<file path="src/rtl/uart_arb_pkg.sv">
`default_nettype none
// ============================================================================
// Module      : uart_arb_pkg
// Description : Shared types and constants for the two-requester UART TX arbiter.
// Revision    : 1.0 - initial release
// ============================================================================
package uart_arb_pkg;

    typedef enum logic [2:0] {
        ST_IDLE      = 3'd0,
        ST_LOAD      = 3'd1,
        ST_START     = 3'd2,
        ST_WAIT_BUSY = 3'd3,
        ST_WAIT_DONE = 3'd4,
        ST_ABORT     = 3'd5
    } arb_state_e;

    localparam logic [31:0] CTRL_SEND       = 32'h0000_0001;
    localparam logic [31:0] CTRL_STOP       = 32'h0000_0000;
    localparam int          TIMEOUT_DEFAULT = 16384;

    function automatic logic [31:0] byte_word(input logic [7:0] b);
        return {24'h0, b};
    endfunction

endpackage
`default_nettype wire

</file>
<file path="src/rtl/uart_tx_arb_if.sv">
`default_nettype none
// ============================================================================
// Module      : uart_tx_arb_if
// Description : Requester handshake and UART register-write bus of the arbiter.
// Revision    : 1.0 - initial release
// ============================================================================
interface uart_tx_arb_if;

    logic [1:0]  req_valid_i;
    logic [7:0]  req_data0_i;
    logic [7:0]  req_data1_i;
    logic [1:0]  req_ready_o;
    logic [31:0] uart_data_o;
    logic        uart_we_data_o;
    logic        uart_we_ctrl_o;
    logic        uart_busy_i;

    // slave: the arbiter side
    modport slave (
        input  req_valid_i, req_data0_i, req_data1_i, uart_busy_i,
        output req_ready_o, uart_data_o, uart_we_data_o, uart_we_ctrl_o
    );

    // master: requesters plus UART peripheral
    modport master (
        output req_valid_i, req_data0_i, req_data1_i, uart_busy_i,
        input  req_ready_o, uart_data_o, uart_we_data_o, uart_we_ctrl_o
    );

endinterface
`default_nettype wire

</file>
<file path="src/rtl/rr_arb2.sv">
`default_nettype none
// ============================================================================
// Module      : rr_arb2
// Description : Two-way round-robin arbiter, registered pointer, one-hot grant.
// Revision    : 1.0 - initial release
// ============================================================================
module rr_arb2 (
    input  wire logic       clk,
    input  wire logic       rst,
    input  wire logic       i_en,
    input  wire logic [1:0] i_req,
    output logic      [1:0] o_grant
);

    logic       r_ptr;
    logic [1:0] w_grant;

    always_comb begin
        w_grant = 2'b00;
        if (i_en) begin
            case (i_req)
                2'b01:   w_grant = 2'b01;
                2'b10:   w_grant = 2'b10;
                2'b11:   w_grant = r_ptr ? 2'b10 : 2'b01;
                default: w_grant = 2'b00;
            endcase
        end
    end

    // After a grant the pointer favours the requester that lost
    always_ff @(posedge clk) begin
        if (rst) begin
            r_ptr <= 1'b0;
        end else if (|w_grant) begin
            r_ptr <= w_grant[0];
        end
    end

    assign o_grant = w_grant;

endmodule
`default_nettype wire

</file>
<file path="src/rtl/uart_tx_arb.sv">
`default_nettype none
// ============================================================================
// Module      : uart_tx_arb
// Description : Arbitrates two byte requesters onto a UART register interface.
//               Optional wait timeout with ABORT: define UART_ARB_TIMEOUT_EN.
// Revision    : 1.0 - initial release
// ============================================================================
module uart_tx_arb
    import uart_arb_pkg::*;
#(
    parameter int TIMEOUT_CYCLES = TIMEOUT_DEFAULT,
    parameter int NREQ           = 2
) (
    input  wire logic      clk_i,
    input  wire logic      reset_i,
    uart_tx_arb_if.slave   bus,
    output logic           busy_o,
    output logic           err_o
);

    localparam logic [2:0] c_IDLE      = ST_IDLE;
    localparam logic [2:0] c_LOAD      = ST_LOAD;
    localparam logic [2:0] c_START     = ST_START;
    localparam logic [2:0] c_WAIT_BUSY = ST_WAIT_BUSY;
    localparam logic [2:0] c_WAIT_DONE = ST_WAIT_DONE;

    logic [2:0]      r_state;
    logic [2:0]      w_next;
    logic [7:0]      r_byte;
    logic            r_busy;
    logic [NREQ-1:0] w_grant;
    logic            w_en;
    logic [31:0]     w_data;
    logic            w_we_data;
    logic            w_we_ctrl;

    // Reset also blocks the handshake so no byte is accepted while it is asserted
    assign w_en = (r_state == c_IDLE) && !bus.uart_busy_i && !reset_i;

    rr_arb2 u_arb (
        .clk     (clk_i),
        .rst     (reset_i),
        .i_en    (w_en),
        .i_req   (bus.req_valid_i),
        .o_grant (w_grant)
    );

    assign bus.req_ready_o = w_grant;

`ifdef UART_ARB_TIMEOUT_EN
    localparam logic [2:0] c_ABORT = ST_ABORT;
    localparam int         c_CNT_W = (TIMEOUT_CYCLES > 1) ? $clog2(TIMEOUT_CYCLES) : 1;

    logic [c_CNT_W-1:0] r_cnt;
    logic               r_err;
    logic               w_timeout;

    assign w_timeout = (r_cnt == c_CNT_W'(TIMEOUT_CYCLES - 1));

    always_ff @(posedge clk_i) begin
        if (reset_i) begin
            r_cnt <= '0;
            r_err <= 1'b0;
        end else begin
            if (r_state == c_START) begin
                r_cnt <= '0;
            end else if ((r_state == c_WAIT_BUSY) || (r_state == c_WAIT_DONE)) begin
                r_cnt <= r_cnt + 1'b1;
            end
            if (w_next == c_ABORT) begin
                r_err <= 1'b1;
            end
        end
    end

    assign err_o = r_err;
`else
    logic w_unused_cfg;
    assign w_unused_cfg = (TIMEOUT_CYCLES > 0);
    assign err_o        = 1'b0;
`endif

    always_comb begin
        w_next = r_state;
        case (r_state)
            c_IDLE:      if (|w_grant) w_next = c_LOAD;
            c_LOAD:      w_next = c_START;
            c_START:     w_next = c_WAIT_BUSY;
            c_WAIT_BUSY: begin
                if (bus.uart_busy_i) w_next = c_WAIT_DONE;
`ifdef UART_ARB_TIMEOUT_EN
                if (w_timeout) w_next = c_ABORT;
`endif
            end
            c_WAIT_DONE: begin
                if (!bus.uart_busy_i) w_next = c_IDLE;
`ifdef UART_ARB_TIMEOUT_EN
                if (w_timeout) w_next = c_ABORT;
`endif
            end
`ifdef UART_ARB_TIMEOUT_EN
            c_ABORT:     w_next = c_IDLE;
`endif
            default:     w_next = c_IDLE;
        endcase
    end

    always_ff @(posedge clk_i) begin
        if (reset_i) begin
            r_state <= c_IDLE;
            r_busy  <= 1'b0;
            r_byte  <= 8'h00;
        end else begin
            r_state <= w_next;
            r_busy  <= (w_next != c_IDLE);
            if (|w_grant) begin
                r_byte <= w_grant[1] ? bus.req_data1_i : bus.req_data0_i;
            end
        end
    end

    always_comb begin
        w_data    = 32'h0;
        w_we_data = 1'b0;
        w_we_ctrl = 1'b0;
        case (r_state)
            c_LOAD: begin
                w_we_data = 1'b1;
                w_data    = byte_word(r_byte);
            end
            c_START: begin
                w_we_ctrl = 1'b1;
                w_data    = CTRL_SEND;
            end
`ifdef UART_ARB_TIMEOUT_EN
            c_ABORT: begin
                w_we_ctrl = 1'b1;
                w_data    = CTRL_STOP;
            end
`endif
            default: begin
                w_data    = 32'h0;
            end
        endcase
    end

    assign bus.uart_data_o    = w_data;
    assign bus.uart_we_data_o = w_we_data;
    assign bus.uart_we_ctrl_o = w_we_ctrl;
    assign busy_o             = r_busy;

endmodule
`default_nettype wire

</file>
<file path="src/flat_wrapper.sv">
// flat-port wrapper written by rule: the top's interface ports become plain ports
module uart_tx_arb_flat import uart_arb_pkg::*;
#(
    parameter int TIMEOUT_CYCLES = TIMEOUT_DEFAULT,
    parameter int NREQ           = 2
)
  (clk_i, reset_i, busy_o, err_o, bus_req_valid_i, bus_req_data0_i, bus_req_data1_i, bus_uart_busy_i, bus_req_ready_o, bus_uart_data_o, bus_uart_we_data_o, bus_uart_we_ctrl_o);
  uart_tx_arb_if bus_i ();
  input  wire logic clk_i;
  input  wire logic reset_i;
  output logic busy_o;
  output logic err_o;
  input wire logic [$bits(bus_i.req_valid_i)-1:0] bus_req_valid_i;
  input wire logic [$bits(bus_i.req_data0_i)-1:0] bus_req_data0_i;
  input wire logic [$bits(bus_i.req_data1_i)-1:0] bus_req_data1_i;
  input wire logic [$bits(bus_i.uart_busy_i)-1:0] bus_uart_busy_i;
  output wire logic [$bits(bus_i.req_ready_o)-1:0] bus_req_ready_o;
  output wire logic [$bits(bus_i.uart_data_o)-1:0] bus_uart_data_o;
  output wire logic [$bits(bus_i.uart_we_data_o)-1:0] bus_uart_we_data_o;
  output wire logic [$bits(bus_i.uart_we_ctrl_o)-1:0] bus_uart_we_ctrl_o;
  assign bus_i.req_valid_i = bus_req_valid_i;
  assign bus_i.req_data0_i = bus_req_data0_i;
  assign bus_i.req_data1_i = bus_req_data1_i;
  assign bus_i.uart_busy_i = bus_uart_busy_i;
  assign bus_req_ready_o = bus_i.req_ready_o;
  assign bus_uart_data_o = bus_i.uart_data_o;
  assign bus_uart_we_data_o = bus_i.uart_we_data_o;
  assign bus_uart_we_ctrl_o = bus_i.uart_we_ctrl_o;
  uart_tx_arb #(.TIMEOUT_CYCLES(TIMEOUT_CYCLES), .NREQ(NREQ)) u_core (.clk_i(clk_i), .reset_i(reset_i), .bus(bus_i), .busy_o(busy_o), .err_o(err_o));
endmodule
</file>
<file path="config.mk">
export PLATFORM = sky130hd
export DESIGN_NAME = uart_tx_arb_flat
export DESIGN_NICKNAME = d
export VERILOG_FILES = /design/src/rtl/uart_arb_pkg.sv /design/src/rtl/uart_tx_arb_if.sv /design/src/rtl/rr_arb2.sv /design/src/rtl/uart_tx_arb.sv /design/src/flat_wrapper.sv
export SDC_FILE = /design/constraint.sdc
export NUM_CORES = 1
export LEC_CHECK = 0
export BUFFER_PORTS_ARGS = -buffer_cell sky130_fd_sc_hd__buf_2
export CAP_MARGIN = 10
export CORE_MARGIN = 2
export CORE_UTILIZATION = 46
export CTS_CLUSTER_SIZE = 16
export DETAILED_ROUTE_END_ITERATION = 12
export PLACE_DENSITY_LB_ADDON = 0.08
export REMOVE_ABC_BUFFERS = 1
export SYNTH_ARGS = -nofsm -noshare
export SYNTH_HDL_FRONTEND = slang
export SYNTH_SLANG_ARGS = --single-unit
</file>
<file path="constraint.sdc">
create_clock -name clk_i -period 2.2 [get_ports clk_i]
set_input_delay 0.22 -clock clk_i [delete_from_list [all_inputs] [get_ports clk_i]]
set_output_delay 0.22 -clock clk_i [all_outputs]
set_load 0.02 [all_outputs]
</file>
Yosys cells after proc, flatten, opt, wreduce, memory -nomap -nowiden
Index checks and enable logic that the tools add are counted.
- register bits after elaboration: 13
- input bits: 21
- output and inout port bits: 38
- logic and storage cells: 29
- equal/unequal tests: 7
- mux-type cells: 11
- reductions and logical operators: 7
- operators with widths (kind ; number):
    8-bit case mux with 2 select lines ; 1
    3-bit case mux with 5 select lines ; 1
    3-bit 2-to-1 mux ; 3
    8-bit 2-to-1 mux ; 1
    3-bit by 2-bit equality test with 1-bit output (second input constant) ; 2
    2-bit case mux with 3 select lines ; 1
    2-bit equality test (second input constant) ; 2
    2-bit 2-to-1 mux ; 2
    3-bit by 1-bit equality test with 1-bit output (second input constant) ; 1
    3-bit equality test (second input constant) ; 1
    3-bit zero test ; 1
    3-bit nonzero test ; 1
    2-bit by 1-bit equality test with 1-bit output (second input constant) ; 1
    1-bit logical AND ; 2
    1-bit zero test ; 2
    1-bit 2-to-1 mux ; 2
    2-bit OR reduction ; 1

Logic depth before layout (Yosys ltp)
- depth after elaboration: 8
- gate-level depth with buffers: 5
- gate-level depth less buffers: 3

Modules after synthesis
A second synthesis with hierarchy kept.
- cell total of the unflattened synthesis: 101
- area, all modules: 897.1 µm²
- by module, submodules not included (module ; times used ; cells an instance ; area an instance (µm²) ; sequential area each (µm²)):
    uart_tx_arb ; 1 ; 93 ; 842.1 ; 240.2
    rr_arb2 ; 1 ; 8 ; 55.1 ; 20.0

Worst setup path before layout
OpenSTA, ideal clock, no wires.
- path kind: register -> output
- start point: register u_core.r_state[1]
- end point: output port bus_uart_data_o[0]
- data arrival time: 1.440 ns
- data required time: 1.980 ns
- path slack: 0.540 ns
- stages on the path, launching flop included: 5
- path buffers: 1
- path through: dfxtp_1 inv_1 clkbuf_1 nor3_1 a21o_1
- word-level cells in the longest chain between the ends: 2
- elaborated cells on any way between the ends: 3
- those cells by class: eq/ne (2); mux (1)
- ends and longest elaborated chain (element ; line ; RTL):
    start: declaration ; uart_tx_arb.sv:27 ; logic [2:0] r_state;
    start signal: assignment ; uart_tx_arb.sv:110 ; r_state <= c_IDLE;
    start signal: assignment ; uart_tx_arb.sv:114 ; r_state <= w_next;
    3-bit by 2-bit equality test with 1-bit output or 3-bit by 1-bit equality test with 1-bit output (tied branches) ; uart_tx_arb.sv:126 ; case (r_state)
    8-bit case mux with 2 select lines * ; uart_tx_arb.sv:126 ;
    end: declaration ; flat_wrapper.sv:18 ; output wire logic [$bits(bus_i.uart_data_o)-1:0] bus_uart_data_o;
Every way passes the cells marked *; elsewhere a longest branch is shown, timed or not.

Final worst setup path
- start point: register u_core.r_state[0]
- end point: output port bus_uart_data_o[0]
Same word-level chain as after synthesis.

==> implementation parameters <==
Parameter                              Value

Worst setup path
  Capturing element type of the critical path    output port
  Worst r2r path cells    4
  Largest stage delay on the critical path    0.53 ns
  Crit path arrival time    1.77 ns
  Critical path cell sequence    nor2b_1 -> and2_1 -> a21o_1 -> buf_2
  Classification of the worst setup path    flop to output port
  Critical path required time    1.98 ns
  Worst-path fanout max    10
  R2r endpoint    u_core.r_byte[6]
  FF-to-FF Start    u_core.r_state[0]
  Setup crit start kind    flop
  Max stage delay cell, worst path    sky130_fd_sc_hd__dfxtp_1
  Register-to-register setup slack    0.62 ns

Floorplan
  Die H    49.86 µm
  I/O pin count    59
  Die Wd    49.86 µm
  Starting density of the core    0.4880
  Area of the placeable core    1982 µm²
  Number of placement rows    16
  Total Die Area    2486 µm²

Route
  First DRT Iteration DRCs    21
  Post-Route WL    2052 µm
  Number of remaining DRC errors    0
  Number of antenna-violating nets in the routed design    0
  Vias after detailed routing    871
  Wire length per cell after detailed routing    11.86 µm
  Vias per std cell    5.035
  Number of detailed-routing iterations run before antenna repair    4

Pwr
  Leakage power    0.5103 nW
  Final Total Pwr    606.1 µW
  Maximum resistive drop on vdd    257.1 µV
  Power per cell area    579.5 nW/µm²

Synthesis
  Total standard cell area after synthesis    967.2 µm²
  Total of flip-flops plus latches after synthesis    13
  Post-synthesis simple-gate area fraction    0.2135
  Synthesis warning total    0
  Number of distinct standard cells referenced by the synthesized netlist    29
  Synthesized-area fraction occupied by adder cells    0
  Post-synthesis compound-gate area fraction    0.2445
  Average size of a mapped cell    8.266 µm²
  Synth Area in XOR/XNOR    0
  Post-synthesis mux area share    0
  Post-synthesis cell count    117
  Main combinational cell family by area after synthesis    buffers and inverters
  Sequential element share of the synthesized area    0.2691

Timing
  Post-layout min period    1.989 ns
  Aggregate negative setup slack    0 ns
  Final count of hold timing violations    0
  Final setup violation count    0
  Max Slew Vio Count    0
  Worst setup skew after layout    0.004576 ns
  Unrepaired setup endpoints after global routing    false
  Maximum clock frequency    502.9 MHz
  Final period utilization    0.9039

Clocking
  Total CTS buffers    3
  Clk Tree Root Cell    sky130_fd_sc_hd__clkbuf_4
  H-tree depth    1
  Number of gates given a new drive strength after cts    0
  Setup bufs post-CTS    0
  Post-CTS Hold Buffers    0
  Clock input transition at the sequential cells of the worst setup and hold paths    0.09 ns
  Number of sinks driven by the clock tree    13
  Clock tree from TritonCTS    done
  CTS max path bufs    2
  Source-to-sink clock delay at the later pin of the worst-skew pair    0.28 ns

Global routing
  GRT Total Usage    0.1790
  Via count of the first global-routing pass    792
  Wire length of the first global-routing pass    3519 µm
  Maximum number of pins on one net before global-route repair    18
  Antenna violations before repair    0
  Gr ovfl total    0

Worst hold path
  Origin of the worst min-delay path    bus_uart_busy_i
  Hold path cells    2
  Hold Crit Class    input pin to flop
  Endpoint of the worst hold-timing path    u_core.r_state[1]

Placed design
  Port Buffers    33
  Dpl hpwl    1499 µm
  Final estimated routing congestion in global placement    0.7872

Outcome
  Outcome    complete, no violations

Flow run
  Number of violations of the max-capacitance limit    0

Layout
  Final core utilization    0.5278
  Synthesis-to-finish area growth    8.150%
  Number of fill cells in the layout    217
  Fraction of final layout cells sized beyond drive strength 1    0.2877
  NumNets Final    168
  Antenna diode count    0
[state kept, by name, indices dropped and copies added (netlist names)]
register,flops
u_core.u_arb.r_ptr,1
u_core.busy_o,1
u_core.r_byte,8
u_core.r_state,3
[power breakdown]
group | internal [mW] | switching (mW)
Clock | 0.0674 | 0.0864
Sequential | 0.253 | 0.0158
Combinational | 0.0621 | 0.121
[cell families after synthesis]
logic type / Yosys count
other cells: 1
buf+inv: 37
compound gates: 37
simple gates: 29
flops: 13
[metrics by stage]
stage / cell area (µm²) / hold slack, ns / worst slack, ns / std cells
2_1_floorplan: 812.0 / 0.2891 / 0.3588 / 108
3_3_place_gp: 1018 / 0.4544 / 0.5857 / 169
3_5_place_dp: 1018 / 0.4528 / 0.5512 / 169
4_1_cts: 1046 / 0.1526 / 0.2068 / 173
5_1_grt: 1046 / 0.1784 / 0.05832 / 173
6_report: 1046 / 0.1569 / 0.2114 / 173
[layout make-up]
cell class | count | area (µm²) | area share
Tap cell | 27 | 33.78 | 0.03230
Timing Repair Buffer | 34 | 172.7 | 0.1651
Clock inverter | 1 | 5.005 | 0.004785
Sequential cell | 13 | 260.3 | 0.2488
Clock buffer | 3 | 22.52 | 0.02153
Multi-Input combinational cell | 91 | 536.8 | 0.5132
Inverter | 4 | 15.01 | 0.01435
[placed cells by master, fill, tap and decap left out]
| master | n |
|---|---|
| sky130_fd_sc_hd__buf_2 | 33 |
| sky130_fd_sc_hd__conb_1 | 25 |
| sky130_fd_sc_hd__dfxtp_1 | 13 |
| sky130_fd_sc_hd__a21oi_1 | 12 |
| sky130_fd_sc_hd__o21ai_0 | 9 |
| sky130_fd_sc_hd__a311oi_1 | 9 |
| sky130_fd_sc_hd__nand3b_1 | 8 |
| sky130_fd_sc_hd__and3_1 | 7 |
| sky130_fd_sc_hd__inv_1 | 4 |
| sky130_fd_sc_hd__clkbuf_4 | 3 |
| sky130_fd_sc_hd__nor3_1 | 2 |
| sky130_fd_sc_hd__nor3b_1 | 2 |
| sky130_fd_sc_hd__and2_1 | 2 |
| sky130_fd_sc_hd__nor2_1 | 2 |
| sky130_fd_sc_hd__a31oi_1 | 2 |
| sky130_fd_sc_hd__nor4_4 | 1 |
| sky130_fd_sc_hd__nand3_1 | 1 |
| sky130_fd_sc_hd__and2b_4 | 1 |
| sky130_fd_sc_hd__and2_2 | 1 |
| sky130_fd_sc_hd__nor2b_1 | 1 |
| sky130_fd_sc_hd__a21o_1 | 1 |
| sky130_fd_sc_hd__o21ba_2 | 1 |
| sky130_fd_sc_hd__o21bai_1 | 1 |
| sky130_fd_sc_hd__o21a_1 | 1 |
| sky130_fd_sc_hd__o31ai_1 | 1 |
| sky130_fd_sc_hd__or4_1 | 1 |
| sky130_fd_sc_hd__clkinv_2 | 1 |
| sky130_fd_sc_hd__buf_4 | 1 |
[how the worst max path moves through the flow]
stage / start / to / slack [ns] / cells past startpoint
after detailed placement: u_core.r_state[0] / bus_uart_data_o[0] / 0.55 / 4
after global routing: u_core.r_state[0] / bus_uart_data_o[0] / 0.06 / 4
final: u_core.r_state[0] / bus_uart_data_o[0] / 0.21 / 4
after CTS: u_core.r_state[0] / bus_uart_data_o[0] / 0.21 / 4
after global placement: u_core.r_state[0] / bus_uart_data_o[0] / 0.59 / 4
after floorplan: u_core.r_state[0] / bus_req_ready_o[1] / 0.36 / 3
[synth_stat cells, drive strengths merged]
cell    instances  share of area
o21bai          1         0.0078
o21ai           9          0.047
buf            29           0.23
and2b           1          0.010
inv             4          0.016
nand3b          8          0.062
o21ba           1          0.010
clkbuf          4          0.026
a21o            1         0.0078
o31ai           1         0.0078
nor2            2         0.0078
nor2b           1         0.0065
nor3b           2          0.016
a31oi           2          0.013
o21a            1         0.0078
dfxtp          13           0.27
a311oi          9          0.082
and3            7          0.045
nand3           1         0.0052
nor4            1          0.022
and2            3          0.021
nor3            2          0.010
or4             1         0.0078
conb            1         0.0039
a21oi          12          0.062
[critical path, delay by kind of cell (launching register included)]
| kind | cells | cell delay [ns] |
|---|---|---|
| buffers and inverters | 1 | 0.15 |
| AND/OR/NAND/NOR | 2 | 0.69 |
| flip-flops | 1 | 0.53 |
| AO/OA/AOI/OAI | 1 | 0.12 |
[metal layers]
layer  track usage  vias up  share of wire
met2        0.3178       50           0.50
li1              -      432              -
met4       0.06019        0         0.0073
met1        0.2143      387           0.40
met3       0.03333        2          0.092
met5             0        -              0
(Power assumes the default switching activity.)
